`src/rtl/frame_buf_pkg.sv`:
```
// Shared constants and types for the THz frame buffer and its reader/writer sides.
package frame_buf_pkg;
  localparam int NUM_FRAMES    = 30;
  localparam int PIX_PER_FRAME = 8;
  localparam int DATA_W        = 10;
  localparam int PADDR_W       = 4;
  localparam int FRAME_W       = 5;
  localparam int PIX_W         = 3;
  localparam int TIMEOUT       = 7;
  localparam int TMR_W         = 3;

  typedef enum logic [2:0] {
    RD_IDLE,
    RD_REQ,
    RD_WAIT,
    RD_OUT,
    RD_DONE
  } rd_state_t;

  // Frame index wraps at the buffer depth, not at the field width.
  function automatic logic [FRAME_W-1:0] next_frame(input logic [FRAME_W-1:0] f);
    return (f == FRAME_W'(NUM_FRAMES - 1)) ? '0 : f + 1'b1;
  endfunction
endpackage

```
`src/rtl/frame_buf_reader.sv`:
```
// Read-side sequencer: walks a frame range, pulses the buffer read port once per
// pixel and streams the returned samples downstream with framing flags.
//
//   state   | meaning
//   --------+-----------------------------------------------------------
//   RD_IDLE | waiting for start; validates the command
//   RD_REQ  | buf_read_en high for exactly one cycle
//   RD_WAIT | waiting for buf_valid, timeout down-counter running
//   RD_OUT  | sample held on m_* until m_ready
//   RD_DONE | one-cycle done pulse, then back to idle
module frame_buf_reader
  import frame_buf_pkg::*;
(
  input  logic               clk,
  input  logic               rst,
  input  logic               start,
  input  logic [FRAME_W-1:0] start_frame,
  input  logic [FRAME_W-1:0] num_frames,
  input  logic               abort,
  output logic               busy,
  output logic               done,
  output logic               err,
  output logic               buf_read_en,
  output logic [FRAME_W-1:0] buf_frame_read_sel,
  output logic [PIX_W-1:0]   buf_pixel_index_out,
  input  logic [DATA_W-1:0]  buf_pixel_data,
  input  logic [PADDR_W-1:0] buf_pixel_addr,
  input  logic               buf_valid,
  output logic               m_valid,
  input  logic               m_ready,
  output logic [DATA_W-1:0]  m_data,
  output logic [PADDR_W-1:0] m_addr,
  output logic [FRAME_W-1:0] m_frame,
  output logic [PIX_W-1:0]   m_index,
  output logic               m_sof,
  output logic               m_eof,
  output logic               m_last
);

  rd_state_t          state;
  logic [FRAME_W-1:0] frame;
  logic [FRAME_W-1:0] remaining;
  logic [PIX_W-1:0]   pix;
  logic [TMR_W-1:0]   tmr;
  logic               cmd_ok;
  logic               last_pix;

  assign cmd_ok = (start_frame < FRAME_W'(NUM_FRAMES)) &&
                  (num_frames != '0) &&
                  (num_frames <= FRAME_W'(NUM_FRAMES));
  assign last_pix = (pix == PIX_W'(PIX_PER_FRAME - 1));

  // The frame/pixel counters are registers, so the buffer selects are registered too.
  assign buf_frame_read_sel  = frame;
  assign buf_pixel_index_out = pix;

  always_ff @(posedge clk) begin
    if (rst) begin
      state       <= RD_IDLE;
      frame       <= '0;
      remaining   <= '0;
      pix         <= '0;
      tmr         <= '0;
      busy        <= 1'b0;
      done        <= 1'b0;
      err         <= 1'b0;
      buf_read_en <= 1'b0;
      m_valid     <= 1'b0;
      m_data      <= '0;
      m_addr      <= '0;
      m_frame     <= '0;
      m_index     <= '0;
      m_sof       <= 1'b0;
      m_eof       <= 1'b0;
      m_last      <= 1'b0;
    end else begin
      done        <= 1'b0;
      buf_read_en <= 1'b0;
      case (state)
        RD_IDLE: begin
          if (start) begin
            if (cmd_ok) begin
              err         <= 1'b0;
              frame       <= start_frame;
              pix         <= '0;
              remaining   <= num_frames;
              busy        <= 1'b1;
              buf_read_en <= 1'b1;
              state       <= RD_REQ;
            end else begin
              err  <= 1'b1;
              done <= 1'b1;
            end
          end
        end
        RD_REQ: begin
          tmr   <= TMR_W'(TIMEOUT - 1);
          state <= RD_WAIT;
        end
        RD_WAIT: begin
          if (buf_valid) begin
            m_data  <= buf_pixel_data;
            m_addr  <= buf_pixel_addr;
            m_frame <= frame;
            m_index <= pix;
            m_sof   <= (pix == '0);
            m_eof   <= last_pix;
            m_last  <= last_pix && (remaining == FRAME_W'(1));
            m_valid <= 1'b1;
            state   <= RD_OUT;
          end else if (tmr == '0) begin
            err   <= 1'b1;
            busy  <= 1'b0;
            done  <= 1'b1;
            state <= RD_DONE;
          end else begin
            tmr <= tmr - 1'b1;
          end
        end
        RD_OUT: begin
          if (m_ready) begin
            m_valid <= 1'b0;
            if (m_last) begin
              busy  <= 1'b0;
              done  <= 1'b1;
              state <= RD_DONE;
            end else begin
              pix <= pix + 1'b1;
              if (last_pix) begin
                frame     <= next_frame(frame);
                remaining <= remaining - 1'b1;
              end
              buf_read_en <= 1'b1;
              state       <= RD_REQ;
            end
          end
        end
        RD_DONE: state <= RD_IDLE;
        default: state <= RD_IDLE;
      endcase

      // Abort overrides whatever the active state decided, including a same-cycle handshake.
      if (abort && (state inside {RD_REQ, RD_WAIT, RD_OUT})) begin
        m_valid     <= 1'b0;
        buf_read_en <= 1'b0;
        busy        <= 1'b0;
        done        <= 1'b1;
        state       <= RD_DONE;
      end
    end
  end

endmodule

```
`config.mk`:
```
export PLATFORM = sky130hd
export DESIGN_NAME = frame_buf_reader
export DESIGN_NICKNAME = d
export VERILOG_FILES = /design/src/rtl/frame_buf_pkg.sv /design/src/rtl/frame_buf_reader.sv
export SDC_FILE = /design/constraint.sdc
export NUM_CORES = 1
export LEC_CHECK = 0
export BUFFER_PORTS_ARGS = -buffer_cell sky130_fd_sc_hd__buf_2
export CAP_MARGIN = 20
export CORE_MARGIN = 2
export CORE_UTILIZATION = 40
export CTS_CLUSTER_DIAMETER = 100
export DETAILED_ROUTE_END_ITERATION = 10
export GPL_TIMING_DRIVEN = 0
export SKIP_CTS_REPAIR_TIMING = 1
export SLEW_MARGIN = 15
export SYNTH_ARGS = -nofsm -noshare
export SYNTH_HDL_FRONTEND = slang
export SYNTH_SLANG_ARGS = --single-unit
```
`constraint.sdc`:
```
create_clock -name clk -period 2.11 [get_ports clk]
set_input_delay 0.422 -clock clk [delete_from_list [all_inputs] [get_ports clk]]
set_output_delay 0.422 -clock clk [all_outputs]
set_load 0.03 [all_outputs]
```
[Word level (Yosys, flattened, before mapping)]
Index checks and enable logic that the tools add are counted.
Operators by class
  add/subtract/negate cells: 4
  order comparisons: 2
  equality and inequality tests: 21
  muxes and demuxes: 56
  reductions and logical operators: 24
Operators with widths (count)
  two-way mux 5 bit: 11
  two-way mux 3 bit: 13
  two-way mux 1 bit: 22
  inequality test 2 bit (second input constant): 10
  one-hot mux 5 bit (2 select lines): 2
  one-hot mux 3 bit (2 select lines): 2
  one-hot mux 3 bit (4 select lines): 1
  AND reduction 4 bit: 3
  logical NOT 3 bit: 3
  inequality test 3 bit (second input constant): 3
  nonzero test 2 bit: 4
  AND reduction 7 bit: 1
  equality test 3 x 2 -> 1 bit (second input constant): 2
  one-hot mux 1 bit (2 select lines): 3
  one-hot mux 1 bit (3 select lines): 2
  AND reduction 3 bit: 2
  AND reduction 6 bit: 1
  nonzero test 3 bit: 2
  adder 5 x 1 -> 5 bit (second input constant): 1
  equality test 5 x 1 -> 1 bit (second input constant): 1
  equality test 5 bit (second input constant): 1
  <= comparator 5 bit (second input constant): 1
  < comparator 5 bit (second input constant): 1
  AND reduction 5 bit: 1
  11 further kinds: 14
Word-level totals
  bits in registers: 49
  bits of input ports: 30

[Logic depth before layout (Yosys ltp)]
Gate-level depths: netlist (run 1).
  word-level depth: 7
  gate-level depth with buffers: 8
  mapped depth without buffers: 8

[Worst setup path after synthesis (run 1)]
OpenSTA, ideal clock, no wires.
  path type: input-to-reg
  start: in num_frames[1]
  end: reg remaining[4]
  setup time: 0.122 ns
  arrival time: 1.839 ns
  required time: 1.988 ns
  setup slack: 0.149 ns
  stages on the path: 6
  cells stage by stage: or4_4 -> mux2_4 -> a21oi_2 -> buf_6 -> nor4_1 -> a311o_1
On the way
  cells in the longest elaborated chain, start to end: 5
  elaborated cells on any way between the ends: 6
  classes of those cells: order compare (1); eq/ne (1); reduce/logical (4)
Ends and longest elaborated chain
  start: declaration: line frame_buf_reader.sv:18  | input logic [FRAME_W-1:0] num_frames,
  branches (longest 2 deep; another with <= comparator 5 bit)
  logical AND 1 bit *: line frame_buf_reader.sv:49  | (num_frames != '0) &&
  inequality test 2 bit (no source line) *
  AND reduction 6 bit (no source line) *
  end signal: assignment: line frame_buf_reader.sv:86  | remaining <= num_frames;
  end signal: assignment: line frame_buf_reader.sv:131  | remaining <= remaining - 1'b1;
  end: declaration: line frame_buf_reader.sv:42  | logic [FRAME_W-1:0] remaining;
Every way passes the cells marked *.
A chain may end at the register's enable or synchronous reset.

[Worst setup path after layout (run 1)]
  start: reg pix[0] (netlist: buf_pixel_index_out[0])
  end: reg remaining[2]
On the way
  cells in the longest elaborated chain, start to end: 3
Ends and longest elaborated chain
  start: declaration: line frame_buf_reader.sv:43  | logic [PIX_W-1:0] pix;
  start signal: assignment: line frame_buf_reader.sv:128  | pix <= pix + 1'b1;
  equality test 3 bit: line frame_buf_reader.sv:51  | assign last_pix = (pix == PIX_W'(PIX_PER_FRAME - 1));
  named net last_pix: line frame_buf_reader.sv:46  | logic last_pix;
  inequality test 2 bit (no source line)
  AND reduction 6 bit (no source line)
The timed path passes the listed nets, and every way through them passes these cells.

==> metrics.txt, run 1 <==
post-synth top area share=40.8%; GRT Total Usage=19.1%; via count=2,384; crit end category=flip-flop; num ports=68; clk buf depth=2; unrepaired setup endpoints after global routing=true; peak supply drop=0.515 mV; count of different cell masters after synthesis=49; Clock Latency Late Sink=0.31 ns; grt ovf=0; worst slack at placement=-0.145 ns; Die Width=81.5 um; die area=6640 um^2; worst endpoint required time=2.32 ns; Final nets=411; sequential area share after synthesis=40.8%; Hold WC Path Type=input port to flip-flop; Slowest-stage cell, CP=a21oi_1; drt wl/cell=13.8 um; Layout fillers=603; f_max=512 MHz; status=complete, no violations; Final ANT Viol Nets=0; P&R area growth vs syn=22.1%; Max Cap Viol=0; Buffers on Ports=66; initial antenna violation count=0; Arrival @ worst endpoint=2.16 ns; Synth area leader=dfxtp_1; FP Rows=28; CP Launch Type=flip-flop; commonest cells after routing, fill and taps aside=buf_2 (70), nand2_1 (61), dfxtp_1 (49); kind of critical path=flip-flop to flip-flop; Initial Util=41.1%; clock slew seen by the registers of the worst setup and hold paths=0.10 ns; Synth Instances=299; drt first pass iters=4; Worst path max stage delay=0.60 ns; TritonCTS clock tree=built; clk_skew=0.00566 ns; fin util=50.1%; largest net degree at the start of global routing=18; flops & latches, synth=49; synth top area cells=dfxtp_1 (41%), nand2_1 (9.5%), a21oi_1 (9.4%), ha_1 (4.7%), nor2_1 (2.5%); commonest non-fill, non-tap cell in the layout=buf_2; global-route wire length before repair=9910 um; Residual DRC=0; Syn Nets=338; CTS H-Tree Depth=2; post-detail-place hpwl=4660 um; gp weighted congestion=0.873; Final WS setup=0.156 ns; Worst path most repeated cell=ha_1; Post-Route WL=6200 um; power density cells=1200 nW/um^2; final hold vios=0; Synth Cell Area=2400 um^2; CTS buffer count=5; Rel. slew slack=51.2%; fin crit period=1.95 ns; Final Cycle Share=92.6%; CTS Sinks=49; static leakage=1.23 nW; root buf cell=clkbuf_8; final setup fails=0; vias per cell=5.32; crit-path max FO=8; DRT iter0 DRCs=165; vias in the first global route=2,030; Die Ht=81.5 um; Yosys warnings=0; Avg Synthesized Cell Area=8.04 um^2; Slew Viols, Final=0; crit-path cells=ha_1 > ha_1 > a21oi_1 > nor4_1 > a311o_1; top_reg_cell synth=dfxtp_1; layout cells sized above 1=24.7%; Core ar.=5850 um^2; ys async rst share=0%; Antenna Cells=0; Post-synth EDFFs=0; actual slew at the worst max-slew pin=0.732 ns
[registers in the layout, summed over array words and instances (netlist names)]
| signal | flops |
|---|---|
| m_data | 10 |
| buf_frame_read_sel | 5 |
| m_frame | 5 |
| remaining | 5 |
| m_addr | 4 |
| buf_pixel_index_out | 3 |
| m_index | 3 |
| state | 3 |
| tmr | 3 |
| buf_read_en | 1 |
| busy | 1 |
| done | 1 |
| err | 1 |
| m_eof | 1 |
| m_last | 1 |
| m_sof | 1 |
| m_valid | 1 |
[path summary, 6_finish.rpt]
path | startpoint | end | slack [ns] | cells past startpoint
setup reg to reg | buf_pixel_index_out[0] | remaining[2] | 0.16 | 5
setup / recovery | buf_pixel_index_out[0] | remaining[2] | 0.16 | 5
hold reg to reg | m_addr[2] | m_addr[2] | 0.46 | 2
hold / removal | buf_pixel_data[8] | m_data[8] | 0.34 | 3
[cells in the mapped netlist (2+ instances only)]
library cell,instances
o21ai_0,7
o311ai_0,3
a21oi_2,2
o211ai_1,2
mux2i_1,2
a21oi_1,45
and2_1,2
a2111oi_0,2
a211oi_1,7
and3b_1,3
o31ai_1,4
or2_2,2
clkbuf_1,10
buf_6,2
nor3b_1,3
nor3_1,7
nor4_1,3
nand3_1,3
nand4_1,7
nand2_1,61
inv_1,13
nand3b_1,3
buf_2,4
and3_1,4
a311o_1,2
dfxtp_1,49
nor2_1,16
o2111ai_1,2
ha_1,9
[stage by stage]
stage / area [um^2] / power, W / std cells / hold WS (ns) / setup TNS, ns
2_1_floorplan: 2400 / 0.00249 / 299 / 0.437 / 0
3_3_place_gp: 2830 / 0.00292 / 440 / 0.439 / -0.160
3_5_place_dp: 2830 / 0.00293 / 440 / 0.444 / -0.280
4_1_cts: 2920 / 0.00352 / 448 / 0.332 / -0.104
5_1_grt: 2930 / 0.00378 / 448 / 0.323 / -0.0262
6_report: 2930 / 0.00352 / 448 / 0.340 / 0
[routing by layer]
layer | wire length [um] | share of wire, % | global-route usage, %
met1 | 3060 | 49 | 26.7
met2 | 2760 | 44 | 30.2
met3 | 316 | 5.1 | 3.74
met4 | 63 | 1.0 | 4.75
met5 | 0 | 0 | 0
[worst max-delay path: cells and delay by family (launching register included)]
family | cells | cell delay (ns)
simple gates | 1 | 0.12
flops | 1 | 0.36
compound gates | 2 | 0.93
fa+ha+maj | 2 | 0.45
[kinds of logic (layout without fill, tap and decap cells)]
family / Yosys count / after routing / synth area share, %
multiplexers: 3 / 3 / 1.46
AO/OA/AOI/OAI: 87 / 87 / 22.7
AND/OR/NAND/NOR: 120 / 120 / 24.5
buffers and inverters: 30 / 104 / 5.52
XOR/XNOR: 1 / 1 / 0.364
adder cells (fa/ha/maj): 9 / 9 / 4.69
flip-flops: 49 / 49 / 40.8
[report_power, final]
part	switching [W]	internal, W
clock network	0.000344	0.000242
logic	0.00107	0.000578
registers	0.000167	0.00112
total	0.00158	0.00194
[area by class of cell]
cell class	instances	area [um^2]	area share [%]
well taps	75	93.8	3.20
flip-flops and latches	49	981	33.4
clock inverters	3	26.3	0.896
repair buffers	66	330	11.3
inverters	13	48.8	1.66
plain buffers	17	86.3	2.94
clock buffers	5	68.8	2.35
multi-input cells	220	1300	44.3
Power figures use the tool's default switching activity.
==> inputs of run 2 (changes only) <==
--- a/config.mk
+++ b/config.mk
@@ -7,11 +7,11 @@
 export LEC_CHECK = 0
 export BUFFER_PORTS_ARGS = -buffer_cell sky130_fd_sc_hd__buf_2
 export CAP_MARGIN = 20
-export CORE_MARGIN = 2
 export CORE_UTILIZATION = 40
 export CTS_CLUSTER_DIAMETER = 100
 export DETAILED_ROUTE_END_ITERATION = 10
 export GPL_TIMING_DRIVEN = 0
+export SETUP_SLACK_MARGIN = 0.2
 export SKIP_CTS_REPAIR_TIMING = 1
 export SLEW_MARGIN = 15
 export SYNTH_ARGS = -nofsm -noshare
==> run 2 against run 1 <==
  * Final cell count grew 0.89%
  * Cell area grew 4.6%
  * First-iteration DRC count shrank 32%
  * Global-route usage grew 1.6 points
  * Worst hold slack gained 0.0042 ns
  * Register-to-register slack gained 0.09 ns
  * Clock-buffer cell count is the same
  * Via count is essentially flat
  * Sequential cell count is the same
  * Clock skew grew 0.0021 ns
==> metrics.txt, run 2 (same netlist as run 1, synthesis figures left out) <==
initial antenna violation count=0; CTS H-Tree Depth=2; static leakage=1.30 nW; switching share of power=43.2%; FP Rows=27; CTS Sinks=49; kind of critical path=input port to flip-flop; crit-path max FO=6; max reg flops=10; Final ANT Viol Nets=0; actual slew at the worst max-slew pin=0.640 ns; Slowest-stage cell, CP=or4_4; commonest cells after routing, fill and taps aside=buf_2 (70), nand2_1 (61), dfxtp_1 (49); largest net degree at the start of global routing=17; f_max=519 MHz; global-route wire length before repair=10,300 um; Worst path max stage delay=0.53 ns; final hold vios=0; Initial Util=42.6%; Post-Route WL=6360 um; placed instance count=437; Clock Latency Late Sink=0.31 ns; worst endpoint required time=2.36 ns; Max Cap Viol=0; Pint=0.00215 W; unrepaired setup endpoints after global routing=true; Buffers on Ports=66; final instance area=3070 um^2; drt wl/cell=14.1 um; Die Width=79.5 um; Final nets=418; Rel. slew slack=56.9%; CP top delay family=simple AND/OR/NAND/NOR gates; Reg power frac=34.2%; post-detail-place hpwl=4560 um; CP bufs+invs=3; GRT Total Usage=20.7%; clk_skew=0.00775 ns; Top reg by flops=m_data; Final Cycle Share=91.3%; TritonCTS clock tree=built; grt ovf=0; CP Launch Type=input port; Post-Layout Cell Count=452; Post-DP Area=2830 um^2; crit-path cells=buf_2 > or4_4 > mux2_4 > a21o_1 > buf_6 > buf_4 > a31o_1 > a21oi_2; Slew Viols, Final=0; via count=2,382; Arrival @ worst endpoint=2.17 ns; power density cells=1230 nW/um^2; DRT iter0 DRCs=112; net switching power=0.00164 W; CTS buffer count=5; Die Ht=79.5 um; vias in the first global route=2,115; combinational power share=47.7%; fin crit period=1.93 ns; Residual DRC=0; layout cells sized above 1=28.9%; peak supply drop=0.446 mV; vias per cell=5.27; Core ar.=5640 um^2; gp weighted congestion=0.807; num ports=68; root buf cell=clkbuf_8; clock network power share=18.0%; number of cells on the worst hold path=3; crit end category=flip-flop; status=complete, no violations; clock slew seen by the registers of the worst setup and hold paths=0.09 ns; clk buf depth=2; Hold WC Path Type=input port to flip-flop; WP depth=8; drt first pass iters=4; final setup fails=0; worst reg2reg path depth=7; P&R area growth vs syn=27.7%; Antenna Cells=0; commonest non-fill, non-tap cell in the layout=buf_2; die area=6320 um^2
## run 2: cell types whose count changed in the layout (fill, tap and decap cells not counted), moves of 2 or more
cell	delta
a2111oi_0	-2
buf_4	+8
clkbuf_1	-2
clkinvlp_4	-2
o311ai_0	-2
o311ai_2	+2
## run 2: per-stage QoR
stage               power (W)  util (%)  TNS [ns]  hold WS [ns]  worst slack (ns)
detailed placement    0.00295      50.2    -0.117         0.443           -0.0666
global placement      0.00293      50.2    -0.106         0.439           -0.0628
finish                0.00379      54.4         0         0.345             0.184
floorplan             0.00250         -         0         0.437             0.170
CTS                   0.00363      52.2         0         0.340            0.0148
global route          0.00407      54.4         0         0.341             0.144
## run 2: final timing paths
| path | startpoint | end | slack, ns |
|---|---|---|---|
| setup reg to reg | state[0] | remaining[1] | 0.25 |
| hold reg to reg | m_addr[2] | m_addr[2] | 0.45 |
| hold / removal | buf_pixel_addr[0] | m_addr[0] | 0.34 |
| setup / recovery | num_frames[1] | remaining[0] | 0.18 |
## run 2: final cells by class
class | count | area, um^2
Buffer | 17 | 91.3
Clock buffer | 5 | 68.8
Clock inverter | 3 | 43.8
Fill cell | 534 | 2570
Inverter | 13 | 48.8
Multi-Input combinational cell | 220 | 1360
Sequential cell | 49 | 981
Tap cell | 72 | 90.1
Timing Repair Buffer | 73 | 383
## run 2: tightest hold or removal path, delay by kind of cell
| family | cells | cell delay (ns) |
|---|---|---|
| buffers and inverters | 1 | 0.09 |
| AO/OA/AOI/OAI | 1 | 0.05 |
| AND/OR/NAND/NOR | 1 | 0.05 |
## run 2: power groups by stage
stage	clock network [W]	logic [W]	registers (W)
floorplan	0	0.000992	0.00151
global placement	0	0.00163	0.00131
detailed placement	0	0.00164	0.00131
CTS	0.000701	0.00165	0.00129
global route	0.000737	0.00200	0.00133
finish	0.000682	0.00181	0.00130
## run 2: routing by layer
metal  track usage, %  vias to the layer above  wire [um]
li1                 -                     1223          -
met1             28.7                     1078       3150
met2             32.1                       73       2770
met3             4.46                        8        350
met4             5.64                        0         91
met5                0                        -          0
